### config.mk
export PLATFORM = sky130hd
export DESIGN_NAME = ntt_ctrl
export DESIGN_NICKNAME = d
export VERILOG_FILES = /design/src/rtl/ntt_ctrl.sv
export SDC_FILE = /design/constraint.sdc
export NUM_CORES = 1
export LEC_CHECK = 0
export BUFFER_PORTS_ARGS = -buffer_cell sky130_fd_sc_hd__buf_2
export CORE_UTILIZATION = 55
export DETAILED_ROUTE_END_ITERATION = 8
export PLACE_DENSITY = 0.85
export SETUP_SLACK_MARGIN = 0.05
export SYNTH_ARGS = -nofsm -noshare
export SYNTH_HDL_FRONTEND = slang
export SYNTH_SLANG_ARGS = --single-unit
### constraint.sdc
create_clock -name clk -period 5.15 [get_ports clk]
set_clock_uncertainty 0.2 [all_clocks]
set_input_delay 0.515 -clock clk [delete_from_list [all_inputs] [get_ports clk]]
set_output_delay 0.515 -clock clk [all_outputs]
set_load 0.05 [all_outputs]
### src/rtl/ntt_ctrl.sv
// Sequencer for a 256-point NTT/INTT: 7 layers of 128 butterflies, with write-back aligned L cycles behind reads.
// Define NTT_CTRL_INTT_SCALE_EN to append a 128-issue scaling pass after the last INTT layer.
module ntt_ctrl #(
    parameter int BF_LAT = 3,
    parameter int RD_LAT = 1
) (
    input  logic       clk,
    input  logic       rst_n,
    input  logic       start,
    input  logic       inv,
    output logic       busy,
    output logic       done,
    output logic       rd_en,
    output logic [7:0] rd_addr_a,
    output logic [7:0] rd_addr_b,
    output logic [6:0] tw_addr,
    output logic [1:0] bf_mode,
    output logic       wr_en,
    output logic [7:0] wr_addr_a,
    output logic [7:0] wr_addr_b,
    output logic [2:0] layer
);

    localparam int L  = RD_LAT + BF_LAT;
    localparam int DW = (L > 1) ? $clog2(L) : 1;

    typedef enum logic [2:0] {
        st_idle,
        st_issue,
        st_drain,
`ifdef NTT_CTRL_INTT_SCALE_EN
        st_scale,
`endif
        st_done
    } state_t;

    typedef struct packed {
        logic [7:0] a;
        logic [7:0] b;
        logic [6:0] tw;
    } rd_cmd_t;

    typedef struct packed {
        logic       en;
        logic [7:0] a;
        logic [7:0] b;
    } wr_cmd_t;

    // Group length is a power of two, so div/mod by len reduce to shift/mask.
    function automatic rd_cmd_t butterfly_addr(input logic [2:0] l, input logic [6:0] j,
                                               input logic iv);
        logic [2:0] sh;
        logic [7:0] len;
        logic [7:0] mask;
        logic [7:0] base;
        logic [6:0] g;
        logic [6:0] o;
        rd_cmd_t    c;
        sh   = iv ? l + 3'd1 : 3'd7 - l;
        len  = 8'd1 << sh;
        mask = len - 8'd1;
        g    = j >> sh;
        o    = j & mask[6:0];
        base = {1'b0, g} << sh;
        c.a  = (base << 1) | {1'b0, o};
        c.b  = c.a + len;
        c.tw = iv ? 7'((8'd128 >> l) - 8'd1 - {1'b0, g}) : 7'((8'd1 << l) + {1'b0, g});
        return c;
    endfunction

    state_t        state;
    logic [6:0]    j;
    logic [DW-1:0] drain_cnt;
    logic          inv_q;
    logic [6:0]    j_plus;
    rd_cmd_t       cmd_start;
    rd_cmd_t       cmd_next_j;
    rd_cmd_t       cmd_next_layer;
`ifdef NTT_CTRL_INTT_SCALE_EN
    logic          scale_done;
`endif

    assign j_plus         = j + 7'd1;
    assign cmd_start      = butterfly_addr(3'd0, 7'd0, inv);
    assign cmd_next_j     = butterfly_addr(layer, j_plus, inv_q);
    assign cmd_next_layer = butterfly_addr(layer + 3'd1, 7'd0, inv_q);

    // NOTE: every register here updates with <=, so all right-hand sides see pre-edge values.
    always_ff @(posedge clk or negedge rst_n) begin
        if (!rst_n) begin
            state     <= st_idle;
            j         <= '0;
            drain_cnt <= '0;
            inv_q     <= 1'b0;
            layer     <= '0;
            busy      <= 1'b0;
            done      <= 1'b0;
            rd_en     <= 1'b0;
            rd_addr_a <= '0;
            rd_addr_b <= '0;
            tw_addr   <= '0;
            bf_mode   <= '0;
`ifdef NTT_CTRL_INTT_SCALE_EN
            scale_done <= 1'b0;
`endif
        end else begin
            case (state)
                st_idle: begin
                    if (start) begin
                        state     <= st_issue;
                        busy      <= 1'b1;
                        inv_q     <= inv;
                        layer     <= '0;
                        j         <= '0;
                        rd_en     <= 1'b1;
                        rd_addr_a <= cmd_start.a;
                        rd_addr_b <= cmd_start.b;
                        tw_addr   <= cmd_start.tw;
                        bf_mode   <= {1'b0, inv};
`ifdef NTT_CTRL_INTT_SCALE_EN
                        scale_done <= 1'b0;
`endif
                    end
                end

                st_issue: begin
                    if (j == 7'd127) begin
                        state     <= st_drain;
                        drain_cnt <= '0;
                        rd_en     <= 1'b0;
                        rd_addr_a <= '0;
                        rd_addr_b <= '0;
                        tw_addr   <= '0;
                        bf_mode   <= '0;
                    end else begin
                        j         <= j_plus;
                        rd_addr_a <= cmd_next_j.a;
                        rd_addr_b <= cmd_next_j.b;
                        tw_addr   <= cmd_next_j.tw;
                    end
                end

                // The drain lets the last write of a layer land before the next layer reads it.
                st_drain: begin
                    if (drain_cnt == DW'(L - 1)) begin
                        if (layer != 3'd6) begin
                            state     <= st_issue;
                            layer     <= layer + 3'd1;
                            j         <= '0;
                            rd_en     <= 1'b1;
                            rd_addr_a <= cmd_next_layer.a;
                            rd_addr_b <= cmd_next_layer.b;
                            tw_addr   <= cmd_next_layer.tw;
                            bf_mode   <= {1'b0, inv_q};
`ifdef NTT_CTRL_INTT_SCALE_EN
                        end else if (inv_q && !scale_done) begin
                            state     <= st_scale;
                            j         <= '0;
                            rd_en     <= 1'b1;
                            rd_addr_a <= 8'd0;
                            rd_addr_b <= 8'd1;
                            tw_addr   <= '0;
                            bf_mode   <= 2'b10;
`endif
                        end else begin
                            state <= st_done;
                            done  <= 1'b1;
                        end
                    end else begin
                        drain_cnt <= drain_cnt + DW'(1);
                    end
                end

`ifdef NTT_CTRL_INTT_SCALE_EN
                st_scale: begin
                    if (j == 7'd127) begin
                        state      <= st_drain;
                        drain_cnt  <= '0;
                        scale_done <= 1'b1;
                        rd_en      <= 1'b0;
                        rd_addr_a  <= '0;
                        rd_addr_b  <= '0;
                        bf_mode    <= '0;
                    end else begin
                        j         <= j_plus;
                        rd_addr_a <= {j_plus, 1'b0};
                        rd_addr_b <= {j_plus, 1'b1};
                    end
                end
`endif

                st_done: begin
                    state <= st_idle;
                    busy  <= 1'b0;
                    done  <= 1'b0;
                    layer <= '0;
                end

                default: state <= st_idle;
            endcase
        end
    end

    wr_cmd_t pipe [L];

    // NOTE: the pipeline is reset so an aborted transform cannot leak writes afterwards.
    always_ff @(posedge clk or negedge rst_n) begin
        if (!rst_n) begin
            for (int i = 0; i < L; i++) pipe[i] <= '0;
        end else begin
            pipe[0] <= '{en: rd_en, a: rd_addr_a, b: rd_addr_b};
            for (int i = 1; i < L; i++) pipe[i] <= pipe[i-1];
        end
    end

    assign wr_en     = pipe[L-1].en;
    assign wr_addr_a = pipe[L-1].a;
    assign wr_addr_b = pipe[L-1].b;

endmodule

# ---- Word-level counts from Yosys, hierarchy flattened
# Cells that the tools add are included.
dict set report word_totals {
  register_bits 112
  inputBits 4
  output_inout_bits 48
  wordCells 136
}
dict set report classes {
  addsub 18
  n_eq_ne 13
  n_shift 13
  n_mux 51
  bitwise 2
  reduce_logical 15
}
# operator n
set op_table {}
lappend op_table {{two-way mux 7 bit} 11}
lappend op_table {{two-way mux 8 bit} 8}
lappend op_table {{case mux 8 bit (3 select lines)} 2}
lappend op_table {{case mux 7 bit (3 select lines)} 2}
lappend op_table {{two-way mux 3 bit} 9}
lappend op_table {{adder 8 bit} 3}
lappend op_table {{left shift 1 x 3 -> 8 bit, first input constant} 3}
lappend op_table {{left shift 7 x 3 -> 7 bit} 3}
lappend op_table {{subtractor 7 x 1 -> 7 bit, second input constant} 3}
lappend op_table {{case mux 3 bit (3 select lines)} 2}
lappend op_table {{right shift 8 x 3 -> 7 bit, first input constant} 2}
lappend op_table {{adder 7 bit} 2}
lappend op_table {{inequality test 2 bit, second input constant} 7}
lappend op_table {{left shift 1 x 3 -> 7 bit, first input constant} 2}
lappend op_table {{right shift 1 x 3 -> 7 bit, first input constant} 2}
lappend op_table {{subtractor 7 bit} 2}
lappend op_table {{two-way mux 2 bit} 6}
lappend op_table {{AND reduction 5 bit} 2}
lappend op_table {{AND reduction 3 bit} 3}
lappend op_table {{OR 8 x 7 -> 8 bit} 1}
lappend op_table {{AND reduction 4 bit} 2}
lappend op_table {{adder 1 x 7 -> 7 bit, first input constant} 1}
lappend op_table {{adder 7 x 1 -> 7 bit, second input constant} 1}
lappend op_table {{bitwise AND 7 bit} 1}
lappend op_table {{other kinds (19)} 32}

# ---- Longest topological paths before layout
dict set report logic_depth {
  ltp_word 9
  ltp_mapped 18
}

# ---- Least setup slack after synthesis
# Ideal clock, no wire load.
dict set report synth_timing {
  kind {register to register}
  from {register layer[0]}
  to {register tw_addr[6]}
  setup_ps 124
  arrival_ps 4119
  setup_slack_ps 706
  stages_incl_launch_ff 16
  synth_period_minus_slack_ps 4444
  cell_sequence {dfrtp_1 -> ha_1 -> ha_1 -> clkbuf_1 -> mux2i_1 -> buf_2 -> buf_1 -> a21oi_1 -> ha_1 -> fa_1 -> a211o_1 -> a211o_1 -> o311ai_0 -> a21oi_1 -> mux2i_1 -> a21oi_1}
}
dict set report synth_between {
  elab_chain_cells 9
  elab_cells_between_ends 27
}
# item line_no
set synth_lines {}
lappend synth_lines {{from (decl)} 21} ;# output logic [2:0] layer
lappend synth_lines {{from (signal assigned)} 148} ;# layer <= layer + 3'd1;
lappend synth_lines {{branches (longest 9 deep; another with subtractor 7 x 1 -> 7 bit)} -}
lappend synth_lines {{to (signal assigned)} 118} ;# tw_addr <= cmd_start.tw;
lappend synth_lines {{to (signal assigned)} 139} ;# tw_addr <= cmd_next_j.tw;
lappend synth_lines {{to (signal assigned)} 153} ;# tw_addr <= cmd_next_layer.tw;
lappend synth_lines {{to (decl)} 16} ;# output logic [6:0] tw_addr,
# Parallel ways; which one is timed is not known. The select of a mux whose other input is x is not followed.
# A chain may end at the register's enable or synchronous reset.

# ---- Final worst setup path
# Same ends and word-level chain as after synthesis.

==> metrics.yaml <==
run_status:
  result_of_the_run: "complete, no violations"
clock_network:
  root_buffer: "clkbuf_8"
  htreeDepth: 3
  cts_tree: "done"
  clk_pin_slew_ns: 0.10
  clkLatencyLatePin_ns: 0.37
  clock_path_buffers: 2
  clock-sinks: 110
  cts_made_buffers: 9
drt:
  drtIter0Drc: 544
  drt-total-wl_um: 13850
  number_of_vias_after_detailed_routing: 4584
  ant_nets: 0
  detail_route.drc_violations: 0
  dr.pass1.iters: 5
  avgViaCountPerCell: 6.195
  routedWlPerCell_um: 18.72
critical_path:
  critical_path_peak_fanout: 19
  critPathArrivalTime_ns: 4.71
  worst_setup_ep_type: "flop"
  timing.critical_path.slowest_cell_delay_ns: 0.59
  start_kind: "flop"
  critPathKind: "flop to flop"
  critical_path_s_most_frequent_cell: "a21oi_1"
  cp.buffers_inverters: 2
  worst-endpoint-required_ns: 5.21
  critical_path.cell_chain: "inv_2 -> ha_1 -> nand2b_1 -> nand2_1 -> o21ai_0 -> a2bb2oi_1 -> a21o_1 -> ha_1 -> inv_1 -> fa_1 -> nor2b_1 -> o2111a_1 -> a21oi_1 -> a21oi_1 -> mux2i_1 -> a21oi_1"
  cp_slowest_cell: "dfrtp_2"
  worst_path_dominant_cell_family: "compound AO/OA/AOI/OAI gates"
flow_run:
  drv_cap: 0
finish:
  fill_cells: 863
  diodes: 0
  final_layout_size_suffix_gt1_share_pct: 14.57
  final-instance-count-excl-fill: 740
  nNetsFinal: 643
  synthToLayoutAreaGrowth_pct: 8.210
timing:
  setup_repair_after_global_routing_missed_its_margin: "false"
  max_freq_mhz: 215.4
  period_needed_ns: 4.643
  setup_violations: 0
  timing.setup.tns_ns: 0
  period_share_pct: 90.16
  tightestPinTransition_ns: 0.9314
  max-slew-margin-rel_pct: 37.90
  finalHoldViolations: 0
  timing.final.max_slew_violations: 0
logic_synthesis:
  synth_seq_cells: 110
  post_synth_inst_count: 572
  async_reset_ff_share_pct: 100.0
  synth-seq-area-share_pct: 47.28
  post_synth_instance_area_mm2: 0.005822
  post_synthesis_average_cell_area_um2: 10.18
  synth-warning-count: 0
  postSynth.topFlopCell: "dfrtp_1"
  synth_enable_flop_cells: 0
  yosysUniqueCellTypes: 74
placed_design:
  port-buffer-count: 50
  gp_congestion: 0.9504
  hpwlAfterDp_um: 10110
  placedCellCount: 723
pwr:
  p_leak_nw: 3.182
  power.total_mw: 3.975
  power_per_cell_area_mw_per_mm2: 631.0
  vdd_ir_drop_max_v: 0.0004281
min_path:
  hold_path.class: "flop to flop"
global_route:
  number_of_global_route_vias_before_repair: 4302
  track_usage_pct: 26.09
  grt_overflow: 0
  grt_pass1_wl_um: 22290
  grt_start_max_net_pins: 58
  number_of_antenna_violations_at_the_first_check_in_global_routing: 0
floorplanning:
  pin_count: 52
  core_region_area_mm2: 0.01028
  die-area_mm2: 0.01100
  fp-row-count: 37
  floorplan.die.height_um: 104.9
  floorplan.die.width_um: 104.9
  initial_core_utilization_pct: 56.65
-- synthesized netlist by cell type (all sizes together), types with 7 or more instances --
cell type	n	area share [%]
a211oi	8	1.2
a21o	12	1.5
a21oi	39	3.4
a22o	8	1.2
buf	25	2.9
clkbuf	16	1.0
dfrtp	110	47
ha	38	8.2
inv	25	1.6
mux2i	7	1.2
nand2	52	3.4
nand2b	9	1.1
nand3	11	0.95
nor2	33	2.2
nor2b	12	1.3
nor3	9	0.77
o21ai	36	3.1
o22ai	7	0.75
xnor2	8	1.2
xor2	10	1.5
-- state kept, by name, summed over array words and instances, names as in the netlist --
register,count
wr_addr_a,8
drain_cnt,2
busy,1
layer,3
wr_addr_b,8
j,7
inv_q,1
rd_addr_b,8
rd_en,1
state,2
rd_addr_a,8
bf_mode,1
tw_addr,7
wr_en,1
pipe,51
done,1
-- per-stage QoR --
step	util, %	cell area [µm²]	hold slack [ns]	setup WS, ns
floorplan	-	5826	0.01941	0.7064
global placement	58.95	6058	0.1315	0.5960
detailed placement	58.95	6058	0.1347	0.4261
CTS	61.29	6299	0.1542	0.3732
global route	61.30	6300	0.1654	0.2379
finish	61.30	6300	0.1518	0.5067
-- where the power goes --
| part | internal [mW] | switching [mW] |
|---|---|---|
| Clock | 0.294 | 0.288 |
| Sequential | 1.07 | 0.144 |
| Combinational | 0.680 | 1.50 |
| Total | 2.04 | 1.93 |
-- cells in the final DEF, fill, tap and decap left out, types with 11 or more instances in the layout --
master   count
o21ai_0     35
nand2_1     51
nor2b_1     12
dfrtp_1    109
inv_1       24
nand3_1     11
a21oi_1     39
ha_1        38
nor2_1      32
buf_2       49
a21o_1      12
-- area by class of cell --
cell class / count / area, µm² / area share [%]
timing repair buffer: 56 / 300.3 / 4.767
tap: 136 / 170.2 / 2.701
sequential: 110 / 2754 / 43.71
clock inverter: 5 / 88.84 / 1.410
multi-input combinational: 397 / 2751 / 43.67
clock buffer: 11 / 141.4 / 2.244
inverter: 25 / 93.84 / 1.490
-- layer usage --
layer,up-vias,track usage (%),routed length (µm)
met4,0,10.87,397
met5,-,0,0
li1,2091,-,-
met3,38,4.492,1118
met2,225,42.24,6511
met1,2230,34.78,5826
-- logic make-up (layout without fill, tap and decap cells) --
group / Yosys count / count (layout) / synth area share, %
AOI/OAI and AO/OA: 173 / 173 / 20.37
xor gates and xnor gates: 18 / 18 / 2.708
DFF: 110 / 110 / 47.28
muxes: 13 / 13 / 2.428
and+or+nand+nor: 151 / 151 / 12.77
adders and majority gates: 40 / 40 / 8.855
other: 1 / 2 / 0.06441
buffers and inverters: 66 / 97 / 5.523
-- repair_timing --
action,in CTS,in global routing
setup endpoints to repair,0,1
endpoints found under the hold margin,53,0
hold buffers,1,0
gates resized for setup,0,1
buffers inserted,0,0
-- path summary, 6_finish.rpt --
path                                       from                        to  slack (ns)  cells after the start
setup / recovery           layer[0]$_DFFE_PN0P_    tw_addr[6]$_DFFE_PN0P_        0.51                     16
hold / removal               pipe[43]$_DFF_PN0_        pipe[26]$_DFF_PN0_        0.15                      0
setup reg to reg           layer[0]$_DFFE_PN0P_    tw_addr[6]$_DFFE_PN0P_        0.51                     16
hold reg to reg              pipe[43]$_DFF_PN0_        pipe[26]$_DFF_PN0_        0.15                      0
max in group asynchronous                 rst_n  rd_addr_b[6]$_DFFE_PN0P_        3.12                      3
min in group asynchronous                 rst_n        pipe[52]$_DFF_PN0_        0.51                      2
Note: power is estimated with default switching activity, not from simulation.
